## config.mk

```make
export PLATFORM = sky130hd
export DESIGN_NAME = rv32_bus_arbiter
export DESIGN_NICKNAME = d
export VERILOG_FILES = /design/src/rtl/rv32_bus_arbiter.sv
export SDC_FILE = /design/constraint.sdc
export NUM_CORES = 1
export LEC_CHECK = 0
export CORE_MARGIN = 4
export CORE_UTILIZATION = 45
export DETAILED_ROUTE_END_ITERATION = 7
export PLACE_DENSITY = 0.86
export REMOVE_ABC_BUFFERS = 1
export SLEW_MARGIN = 15
export SYNTH_ARGS = -nofsm -noshare
export SYNTH_HDL_FRONTEND = slang
export SYNTH_SLANG_ARGS = --single-unit
```

## constraint.sdc

```tcl
create_clock -name clk -period 12.25 [get_ports clk]
set_input_delay 3.675 -clock clk [delete_from_list [all_inputs] [get_ports clk]]
set_output_delay 3.675 -clock clk [all_outputs]
set_load 0.03 [all_outputs]
```

## src/rtl/rv32_bus_arbiter.sv

```systemverilog
// rv32_bus_arbiter: shares one external memory bus between
// instruction fetch and the mem-stage data port.
module rv32_bus_arbiter #(
  parameter int TIMEOUT     = 255,
  parameter int COUNT_WIDTH = 8
) (
  input  logic        clk,
  input  logic        reset,
  input  logic        instr_read_in,
  input  logic [31:0] instr_address_in,
  output logic        instr_ready_out,
  output logic        instr_fault_out,
  output logic [31:0] instr_read_value_out,
  input  logic        data_read_in,
  input  logic [3:0]  data_write_mask_in,
  input  logic [31:0] data_address_in,
  input  logic [31:0] data_write_value_in,
  output logic        data_ready_out,
  output logic        data_fault_out,
  output logic [31:0] data_read_value_out,
  output logic        bus_valid_out,
  output logic        bus_read_out,
  output logic [3:0]  bus_write_mask_out,
  output logic [31:0] bus_address_out,
  output logic [31:0] bus_write_value_out,
  input  logic        bus_ready_in,
  input  logic [31:0] bus_read_value_in
);

  typedef enum logic [1:0] {
    S_IDLE,
    S_BUSY_INSTR,
    S_BUSY_DATA
  } state_t;

  state_t r_state, w_state_nxt;

  logic                   r_last_data, w_last_data_nxt;
  logic [COUNT_WIDTH-1:0] r_count, w_count_nxt;

  logic        r_bus_valid, w_bus_valid_nxt;
  logic        r_bus_read, w_bus_read_nxt;
  logic [3:0]  r_bus_mask, w_bus_mask_nxt;
  logic [31:0] r_bus_addr, w_bus_addr_nxt;
  logic [31:0] r_bus_wval, w_bus_wval_nxt;

  logic        r_i_ready, w_i_ready_nxt;
  logic        r_i_fault, w_i_fault_nxt;
  logic [31:0] r_i_value, w_i_value_nxt;
  logic        r_d_ready, w_d_ready_nxt;
  logic        r_d_fault, w_d_fault_nxt;
  logic [31:0] r_d_value, w_d_value_nxt;

  logic w_data_req;
  logic w_instr_elig;
  logic w_data_elig;
  logic w_grant_data;
  logic w_grant_instr;
  logic w_timeout;

  // A port whose ready pulse is out this cycle has already been served.
  assign w_data_req    = data_read_in | (|data_write_mask_in);
  assign w_instr_elig  = instr_read_in & ~r_i_ready;
  assign w_data_elig   = w_data_req & ~r_d_ready;
  assign w_grant_data  = w_data_elig &
                         (~w_instr_elig | ~r_last_data);
  assign w_grant_instr = w_instr_elig & ~w_grant_data;
  assign w_timeout     = (TIMEOUT != 0) &&
                         (r_count == COUNT_WIDTH'(TIMEOUT));

  // Next state, bus fields and completion pulses.
  always_comb begin
    w_state_nxt     = r_state;
    w_last_data_nxt = r_last_data;
    w_count_nxt     = r_count;
    w_bus_valid_nxt = r_bus_valid;
    w_bus_read_nxt  = r_bus_read;
    w_bus_mask_nxt  = r_bus_mask;
    w_bus_addr_nxt  = r_bus_addr;
    w_bus_wval_nxt  = r_bus_wval;
    w_i_ready_nxt   = 1'b0;
    w_i_fault_nxt   = 1'b0;
    w_i_value_nxt   = 32'd0;
    w_d_ready_nxt   = 1'b0;
    w_d_fault_nxt   = 1'b0;
    w_d_value_nxt   = 32'd0;

    unique case (r_state)
      S_IDLE: begin
        if (w_grant_data) begin
          w_state_nxt     = S_BUSY_DATA;
          w_last_data_nxt = 1'b1;
          w_count_nxt     = '0;
          w_bus_valid_nxt = 1'b1;
          w_bus_read_nxt  = data_read_in;
          w_bus_mask_nxt  = data_write_mask_in;
          w_bus_addr_nxt  = data_address_in;
          w_bus_wval_nxt  = data_write_value_in;
        end else if (w_grant_instr) begin
          w_state_nxt     = S_BUSY_INSTR;
          w_last_data_nxt = 1'b0;
          w_count_nxt     = '0;
          w_bus_valid_nxt = 1'b1;
          w_bus_read_nxt  = 1'b1;
          w_bus_mask_nxt  = 4'd0;
          w_bus_addr_nxt  = instr_address_in;
        end
      end
      S_BUSY_INSTR, S_BUSY_DATA: begin
        if (bus_ready_in || w_timeout) begin
          w_state_nxt     = S_IDLE;
          w_count_nxt     = '0;
          w_bus_valid_nxt = 1'b0;
          w_bus_read_nxt  = 1'b0;
          w_bus_mask_nxt  = 4'd0;
          if (r_state == S_BUSY_INSTR) begin
            w_i_ready_nxt = 1'b1;
            w_i_fault_nxt = ~bus_ready_in;
            w_i_value_nxt = bus_ready_in ?
                            bus_read_value_in : 32'd0;
          end else begin
            w_d_ready_nxt = 1'b1;
            w_d_fault_nxt = ~bus_ready_in;
            w_d_value_nxt = (bus_ready_in && r_bus_read) ?
                            bus_read_value_in : 32'd0;
          end
        end else begin
          w_count_nxt = r_count + 1'b1;
        end
      end
      default: begin
        w_state_nxt = S_IDLE;
      end
    endcase
  end

  // State and registered outputs.
  always_ff @(posedge clk or posedge reset) begin
    if (reset) begin
      r_state     <= S_IDLE;
      r_last_data <= 1'b0;
      r_count     <= '0;
      r_bus_valid <= 1'b0;
      r_bus_read  <= 1'b0;
      r_bus_mask  <= 4'd0;
      r_bus_addr  <= 32'd0;
      r_bus_wval  <= 32'd0;
      r_i_ready   <= 1'b0;
      r_i_fault   <= 1'b0;
      r_i_value   <= 32'd0;
      r_d_ready   <= 1'b0;
      r_d_fault   <= 1'b0;
      r_d_value   <= 32'd0;
    end else begin
      r_state     <= w_state_nxt;
      r_last_data <= w_last_data_nxt;
      r_count     <= w_count_nxt;
      r_bus_valid <= w_bus_valid_nxt;
      r_bus_read  <= w_bus_read_nxt;
      r_bus_mask  <= w_bus_mask_nxt;
      r_bus_addr  <= w_bus_addr_nxt;
      r_bus_wval  <= w_bus_wval_nxt;
      r_i_ready   <= w_i_ready_nxt;
      r_i_fault   <= w_i_fault_nxt;
      r_i_value   <= w_i_value_nxt;
      r_d_ready   <= w_d_ready_nxt;
      r_d_fault   <= w_d_fault_nxt;
      r_d_value   <= w_d_value_nxt;
    end
  end

  assign instr_ready_out      = r_i_ready;
  assign instr_fault_out      = r_i_fault;
  assign instr_read_value_out = r_i_value;
  assign data_ready_out       = r_d_ready;
  assign data_fault_out       = r_d_fault;
  assign data_read_value_out  = r_d_value;
  assign bus_valid_out        = r_bus_valid;
  assign bus_read_out         = r_bus_read;
  assign bus_write_mask_out   = r_bus_mask;
  assign bus_address_out      = r_bus_addr;
  assign bus_write_value_out  = r_bus_wval;

endmodule

```

After elaboration in Yosys (flattened, before gate mapping):

Index checks and enable logic that the tools add are counted.

* register bits: 149
* input port bits: 137
* word-level logic and storage cells: 86

* add/subtract/negate cells: 1
* equal/unequal tests: 5
* multiplexer cells: 42
* bitwise logic cells: 12
* reduce and logical (&&, ||, !) cells: 12

Operators by type and width (number)
* 32-bit two-way mux: 10
* 8-bit two-way mux: 3
* 1-bit two-way mux: 18
* 8-bit case mux with 2 select lines: 1
* 4-bit two-way mux: 3
* 8-bit by 1-bit adder with 8-bit output (second input constant): 1
* 8-bit == test (second input constant): 1
* 4-bit case mux with 2 select lines: 1
* 2-bit AND reduction: 4
* 2-bit two-way mux: 3
* 1-bit inverter: 6
* 1-bit bitwise AND: 4
* 1-bit case mux with 2 select lines: 2
* 2-bit case mux with 2 select lines: 1
* 2-bit nonzero test: 2
* 4-bit OR reduction: 1
* 3-bit inequality test (second input constant): 1
* 3-bit AND reduction: 1
* 2-bit by 1-bit == test with 1-bit output (second input constant): 1
* 2-bit == test (second input constant): 1
* 2-bit logical NOT: 1
* 2-bit inequality test (second input constant): 1
* 1-bit OR: 2
* 2-bit OR reduction: 1
* 2 further kinds: 2

Logic depth before layout (Yosys ltp):

* word-level depth: 10
* mapped depth: 7

Worst setup path after synthesis:

No wires, ideal clock.

* path type: input -> register
* from: in instr_read_in
* to: reg r_bus_wval[10] (netlist: bus_write_value_out[10])
* arrival: 4.963 ns
* required time: 12.125 ns
* slack: 7.162 ns
* stages on the path: 6
* path through: nor2b_4 -> a221o_2 -> buf_6 -> nor2_8 -> buf_6 -> mux2_2

* word-level cells in the longest chain between the ends: 5

Ends and longest elaborated chain
* from (decl): RTL line 9 `input logic instr_read_in,`
* 1-bit bitwise AND: RTL line 63 `assign w_instr_elig = instr_read_in & ~r_i_ready;`
* 1-bit inverter: RTL line 66 `(~w_instr_elig | ~r_last_data);`
* 1-bit OR: RTL line 66
* 1-bit bitwise AND: RTL line 65 `assign w_grant_data = w_data_elig &`
* 2-bit AND reduction (no source line)
* to (signal assigned): RTL line 162 `r_bus_wval <= w_bus_wval_nxt;`
* to (decl): RTL line 45 `logic [31:0] r_bus_wval, w_bus_wval_nxt;`

Every way passes these cells.
A chain may end at the register's enable or synchronous reset.

Worst setup path after layout:

* from: in data_read_in
* to: reg r_bus_wval[25] (netlist: bus_write_value_out[25])

* word-level cells in the longest chain between the ends: 4

Ends and longest elaborated chain
* from (decl): RTL line 14 `input logic data_read_in,`
* 1-bit OR: RTL line 62 `assign w_data_req = data_read_in | (|data_write_mask_in);`
* 1-bit bitwise AND: RTL line 64 `assign w_data_elig = w_data_req & ~r_d_ready;`
* 1-bit bitwise AND: RTL line 65
* 2-bit AND reduction (no source line)

Every way passes these cells.

==> reports/metrics.yaml <==
outcome: "finished clean"
n_antenna_cell: 0
crit_start: "data_read_in"
r2r_start: "r_state[0]"
wl_met3_um: 2380
syn_area_per_cell_um2: 14.5
ys_top_cells_by_area: "dfrtp_1 61%, mux2_2 12%, mux2_4 7.2%"
clkTransAtPathRegs_ns: 0.06
synth_most_common_cell: "dfrtp_1"
htreeDepth: 4
firstDrtPassIters: 4
met2_length_um: 8800
synthArstFlopShare: 1.00
arrival_ns: 6.07
multi_input_comb_area_mm2: 0.00218
path_max_fanout: 35
viasPerCell: 5.05
post_cts_resized: 0
hold_buffers: 0
die_h_um: 124
drc: 0
grt_pass1_vias: 4730
dp_hpwl_um: 12900
p_leak_nw: 4.17
gp_congestion: 0.846
finalHoldViolCount: 0
cpMaxStageDelayCell: "clkdlybuf4s50_1"
cts_root_buffer: "clkbuf_16"
area_growth_syn_to_layout_pct: 57.5
drv_slew: 0
clock_sinks: 149
cts_setup_buffers: 0
worst_slew_pin_slew_ns: 1.06
synth_top_area_cell: "dfrtp_1"
grt_use_total: 0.232
synthTopCellsByCount: "149 x dfrtp_1, 67 x mux2_2, 64 x and2_1, 29 x mux2_4, 9 x inv_1"
dieArea_mm2: 0.0154
clock_skew_ns: 0.00784
fin_crit_ns: 5.76
overflow: 0
r2r_slack_ns: 9.88
cts_tree: "built"
synth_flop_cell: "dfrtp_1"
clock.fmax_mhz: 174
cp.required_ns: 12.55
drive_gt1_frac: 0.195
nets: 836
portBuffers: 274
routedWlPerCell_um: 19.9
crit_chain: "clkdlybuf4s50_1 > nor3_2 > a221o_2 > buf_4 > nor2_8 > mux2_2"
cts_buffer_depth: 2
die_w_um: 124
placementRows: 42
final_antenna_net_count: 0
min_path_type: "flop to flop"
cp-end-kind: "flop"
synth-edff-count: 0
synthesis.area_mm2: 0.00606
top_layer_used: "met5"
num-fill-cells: 881
r2r-end: "r_state[1]"
reg2reg_depth: 6
tns_ns: 0
period_share: 0.471
drt_wl_total_um: 17600
drv_cap: 0
grt_max_degree: 77
wl_met1_um: 6090
slowest_delay_ns: 0.54
antenna_found_initial: 2
synth.top_cell.area_share: 0.615
ir_worst_vdd_uv: 118
seqCellArea_mm2: 0.00373
ys_warn_count: 0
clk_latency_ns: 0.43
yosysSeqAreaShare: 0.615
synth_cell_type_count: 42
ys_ff_latch: 149
start_util: 0.458
crit_type: "input port to flop"
synth_cells: 418
core_mm2: 0.0132
crit_path_end: "bus_write_value_out[25]"
numCtsBuffers: 17
power.density_mw_per_mm2: 252
setup_viol: 0
drt_iter0_drc: 282
slew_headroom: 0.287
pin_count: 275
vias: 4466
rsz0062_at_grt: "no"
critPathLaunchType: "input port"
grt_pass1_wl_um: 26300
power_w: 0.00241
critical path: cells and delay by family:
| family | cells | cell delay (ns) |
|---|---|---|
| buffers and inverters | 2 | 0.88 |
| AND/OR/NAND/NOR | 2 | 0.60 |
| AO/OA/AOI/OAI | 1 | 0.45 |
| multiplexers | 1 | 0.41 |
stage by stage:
stage	area (um^2)	worst slack, ns	util	hold slack [ns]	std cells
floorplan	5940	4.57	-	0.451	400
global placement	8940	6.16	0.675	0.468	853
detailed placement	8940	6.07	0.675	0.492	853
CTS	9550	6.49	0.721	0.505	885
global route	9550	6.40	0.721	0.521	885
finish	9550	6.49	0.721	0.504	885
flip-flops by register name, indices dropped and copies added, names as in the netlist, 2 cells and up:
name	cells
bus_address_out	32
bus_write_mask_out	4
bus_write_value_out	32
data_read_value_out	32
instr_read_value_out	32
r_count	8
r_state	2
report_power, final:
group          leakage, nW  switching, W  internal, W
registers             1.91     0.0000779     0.000643
clock network        0.290      0.000210     0.000327
logic                 1.97      0.000603     0.000544
total                 4.17      0.000891      0.00151
metal layers:
metal,track usage,vias up
li1,-,1997
met1,0.246,2194
met2,0.392,239
met3,0.126,32
met4,0.0815,4
met5,0,-
cells by family after synthesis:
kind of cell / count (synthesis) / synth area share
buf+inv: 27 / 0.0262
mux: 102 / 0.207
flops: 149 / 0.615
simple gates: 108 / 0.109
compound gates: 29 / 0.0367
fa+ha+maj: 3 / 0.00619
layout make-up:
cell class,count,share of cell area
clock buffer,18,0.0460
clock inverter,14,0.0182
tap,176,0.0231
inverter,9,0.00406
sequential,149,0.390
multi-input combinational,242,0.229
timing repair buffer,277,0.290
worst min path at each step:
stage / startpoint / end / cells after the start
after floorplan: r_last_data / r_last_data / 1
after global placement: bus_write_value_out[29] / bus_write_value_out[29] / 1
after detailed placement: bus_address_out[30] / bus_address_out[30] / 1
after CTS: bus_address_out[30] / bus_address_out[30] / 1
after global routing: bus_address_out[30] / bus_address_out[30] / 1
final: bus_address_out[29] / bus_address_out[29] / 1
cells in the final DEF, fill, tap and decap left out, drive strengths merged, types with 3 or more instances in the layout:
cell type,count
nor2,9
nor2b,3
o211ai,4
mux2,100
clkinvlp,4
a21oi,4
clkinv,3
clkdlybuf4s50,274
ha,3
and2,65
o21ai,5
nand2b,4
a32o,3
buf,3
dfrtp,149
nor3,6
clkbuf,18
nand3,5
nand2,7
inv,13
nor3b,4
bufinv,3
No activity file was read; power rests on OpenSTA's default activity.
==> edit: new RTL, same settings <==
Remove the register `r_d_fault`: a continuous assignment takes its place, so the output `data_fault_out` follows one clock earlier.
--- a/src/rtl/rv32_bus_arbiter.sv
+++ b/src/rtl/rv32_bus_arbiter.sv
@@ -150,5 +150,4 @@
       r_i_value   <= 32'd0;
       r_d_ready   <= 1'b0;
-      r_d_fault   <= 1'b0;
       r_d_value   <= 32'd0;
     end else begin
@@ -165,8 +164,9 @@
       r_i_value   <= w_i_value_nxt;
       r_d_ready   <= w_d_ready_nxt;
-      r_d_fault   <= w_d_fault_nxt;
       r_d_value   <= w_d_value_nxt;
     end
   end
+
+  assign r_d_fault = w_d_fault_nxt;
 
   assign instr_ready_out      = r_i_ready;
Function: no difference found for any inputs over 4 cycles, from zero or initial values and one cycle with reset high; that may be too few to reach the edited logic, so the function may still have changed.
==> edit against the unedited design <==
Power decreased by 1.4%; routed wire length decreased by 2.8%; design area decreased by 0.48%; synthesized area decreased by 0.41%; maximum frequency decreased by 35%; sequential cell count decreased by 1; die area decreased by 0.39%; worst setup slack got worse by 3.1 ns.
==> edit: results (changes against the unedited design) <==
logic_synthesis:
  ys_top_cells_by_count: "148 x dfrtp_1, 67 x mux2_2, 64 x and2_1"  # was 149 x dfrtp_1, 67 x mux2_2, 64 x and2_1
  synth_seq_area_share: 0.613  # was 0.615
  yosys.area.top_type: "dfrtp_1"  # unchanged
  synth_fa_ha_area_frac: 0.00622  # was 0.00619
  netlist_top_cells_area: "dfrtp_1 61%, mux2_2 12%, mux2_4 7.2%"  # unchanged
  synthMuxAreaShare: 0.208  # was 0.207
  synth-compound-area-share: 0.0369  # was 0.0367
  async_flop_share: 1.00  # unchanged
worst_setup_path:
  crit_start: "bus_ready_in"  # was data_read_in
  r2r_start: "instr_ready_out"  # was r_state[0]
  cp_max_fo: 7  # was 35
  crit_arrival_ns: 5.15  # was 6.07 ns
drt:
  final_antenna_net_count: 0  # unchanged
  dr_total_vias: 4403  # was 4466
  drt_pre_antenna_iters: 4  # unchanged
  wl_per_cell_microns: 19.4  # was 19.9 microns
  drt_iter0_markers: 313  # was 282
layout:
  drive_above_1_share: 0.196  # was 0.195
  nets: 836  # unchanged
worst_hold_path:
  min_path_type: "reg2reg"  # unchanged
  min-delay-start: "r_last_data"  # was bus_address_out[29]
clocking:
  cts_max_path_buffers: 2  # unchanged
  clk_pin_slew_ns: 0.06  # about the same
  cts_root_buf: "clkbuf_16"  # unchanged
  post_cts_buffers: 0  # unchanged
  h-tree-depth: 4  # unchanged
  clk_latency_ns: 0.42
place:
  place_hpwl_microns: 12800  # was 12900 microns
  placed_area_sq_um: 8910  # was 8940 sq um
  numPortBuffers: 274  # unchanged
  gp_congestion: 0.843  # was 0.846
sta:
  slew_viol_final: 0  # unchanged
  max_slew_margin: 0.376  # was 0.287
  finalClockSkew_ns: 0.0119  # was 0.00784 ns
global_routing:
  grt_max_degree: 78  # was 77
  grt_pass1_vias: 4883  # was 4730
  antenna_found_initial: 1  # was 2
  grt_pass1_wl_microns: 26000  # was 26300 microns
  track_usage: 0.227  # was 0.232
power_and_ir_drop:
  p_switching_uw: 900  # was 891 uW
  p_leak_uw: 0.00416  # was 0.00417 uW
  irDropWorstVdd_mv: 0.119  # was 0.118 mV
status:
  status: "complete, no violations"  # unchanged
==> edit: cell count changes after synthesis <==
cell     change
dfrtp_1      -1
==> edit: worst max-delay path, cell delays in order <==
cell             delay (ns)
clkdlybuf4s50_1        0.52
nor3_1                 0.24
clkdlybuf4s50_1        0.71
==> edit: per-layer routing <==
metal | track usage | part of all wire | wire length [microns]
met2 | 0.381 | 0.49 | 8490
met4 | 0.0893 | 0.027 | 459
met5 | 0 | 0.00076 | 13
met1 | 0.248 | 0.35 | 6010
met3 | 0.109 | 0.13 | 2180
==> edit: final cells by class <==
| type | count | area, sq um |
|---|---|---|
| Clock buffer | 17 | 425 |
| Fill cell | 851 | 3690 |
| Sequential cell | 148 | 3700 |
| Timing Repair Buffer | 278 | 2770 |
| Tap cell | 176 | 220 |
| Multi-Input combinational cell | 242 | 2180 |
| Inverter | 9 | 38.8 |
| Clock inverter | 15 | 166 |
==> edit: power groups by stage <==
stage / registers, uW / logic (uW) / clock network, uW
2_1_floorplan: 993 / 433 / 0
3_3_place_gp: 711 / 1130 / 0
3_5_place_dp: 722 / 1160 / 0
4_1_cts: 714 / 1160 / 523
5_1_grt: 729 / 1220 / 547
6_report: 713 / 1150 / 512
==> edit: metrics by stage <==
step | utilization | total power [uW] | worst slack (ns) | hold WS, ns | cells
after floorplan | - | 1430 | 4.20 | 0.451 | 399
after global placement | 0.676 | 1840 | 3.45 | 0.468 | 853
after detailed placement | 0.676 | 1880 | 3.46 | 0.482 | 853
after CTS | 0.720 | 2400 | 3.44 | 0.505 | 885
after global routing | 0.720 | 2490 | 3.41 | 0.515 | 885
final | 0.720 | 2370 | 3.43 | 0.504 | 885
==> edit: worst paths after layout <==
check / endpoint / slack (ns) / cells after the start
worst min-delay path: r_last_data / 0.50 / 1
max in group asynchronous: bus_write_value_out[24] / 7.10 / 3
worst min register to register: r_last_data / 0.50 / 1
worst max register to register: bus_write_value_out[16] / 9.82 / 5
worst max-delay path: data_fault_out / 3.43 / 3
min in group asynchronous: bus_write_value_out[19] / 3.73 / 2
==> edit: cell families (layout without fill, tap and decap cells) <==
family,count (synthesis),count (layout)
DFF,148,148
and+or+nand+nor,108,108
muxes,102,102
AOI/OAI and AO/OA,29,29
buffers and inverters,27,319
adders and majority gates,3,3
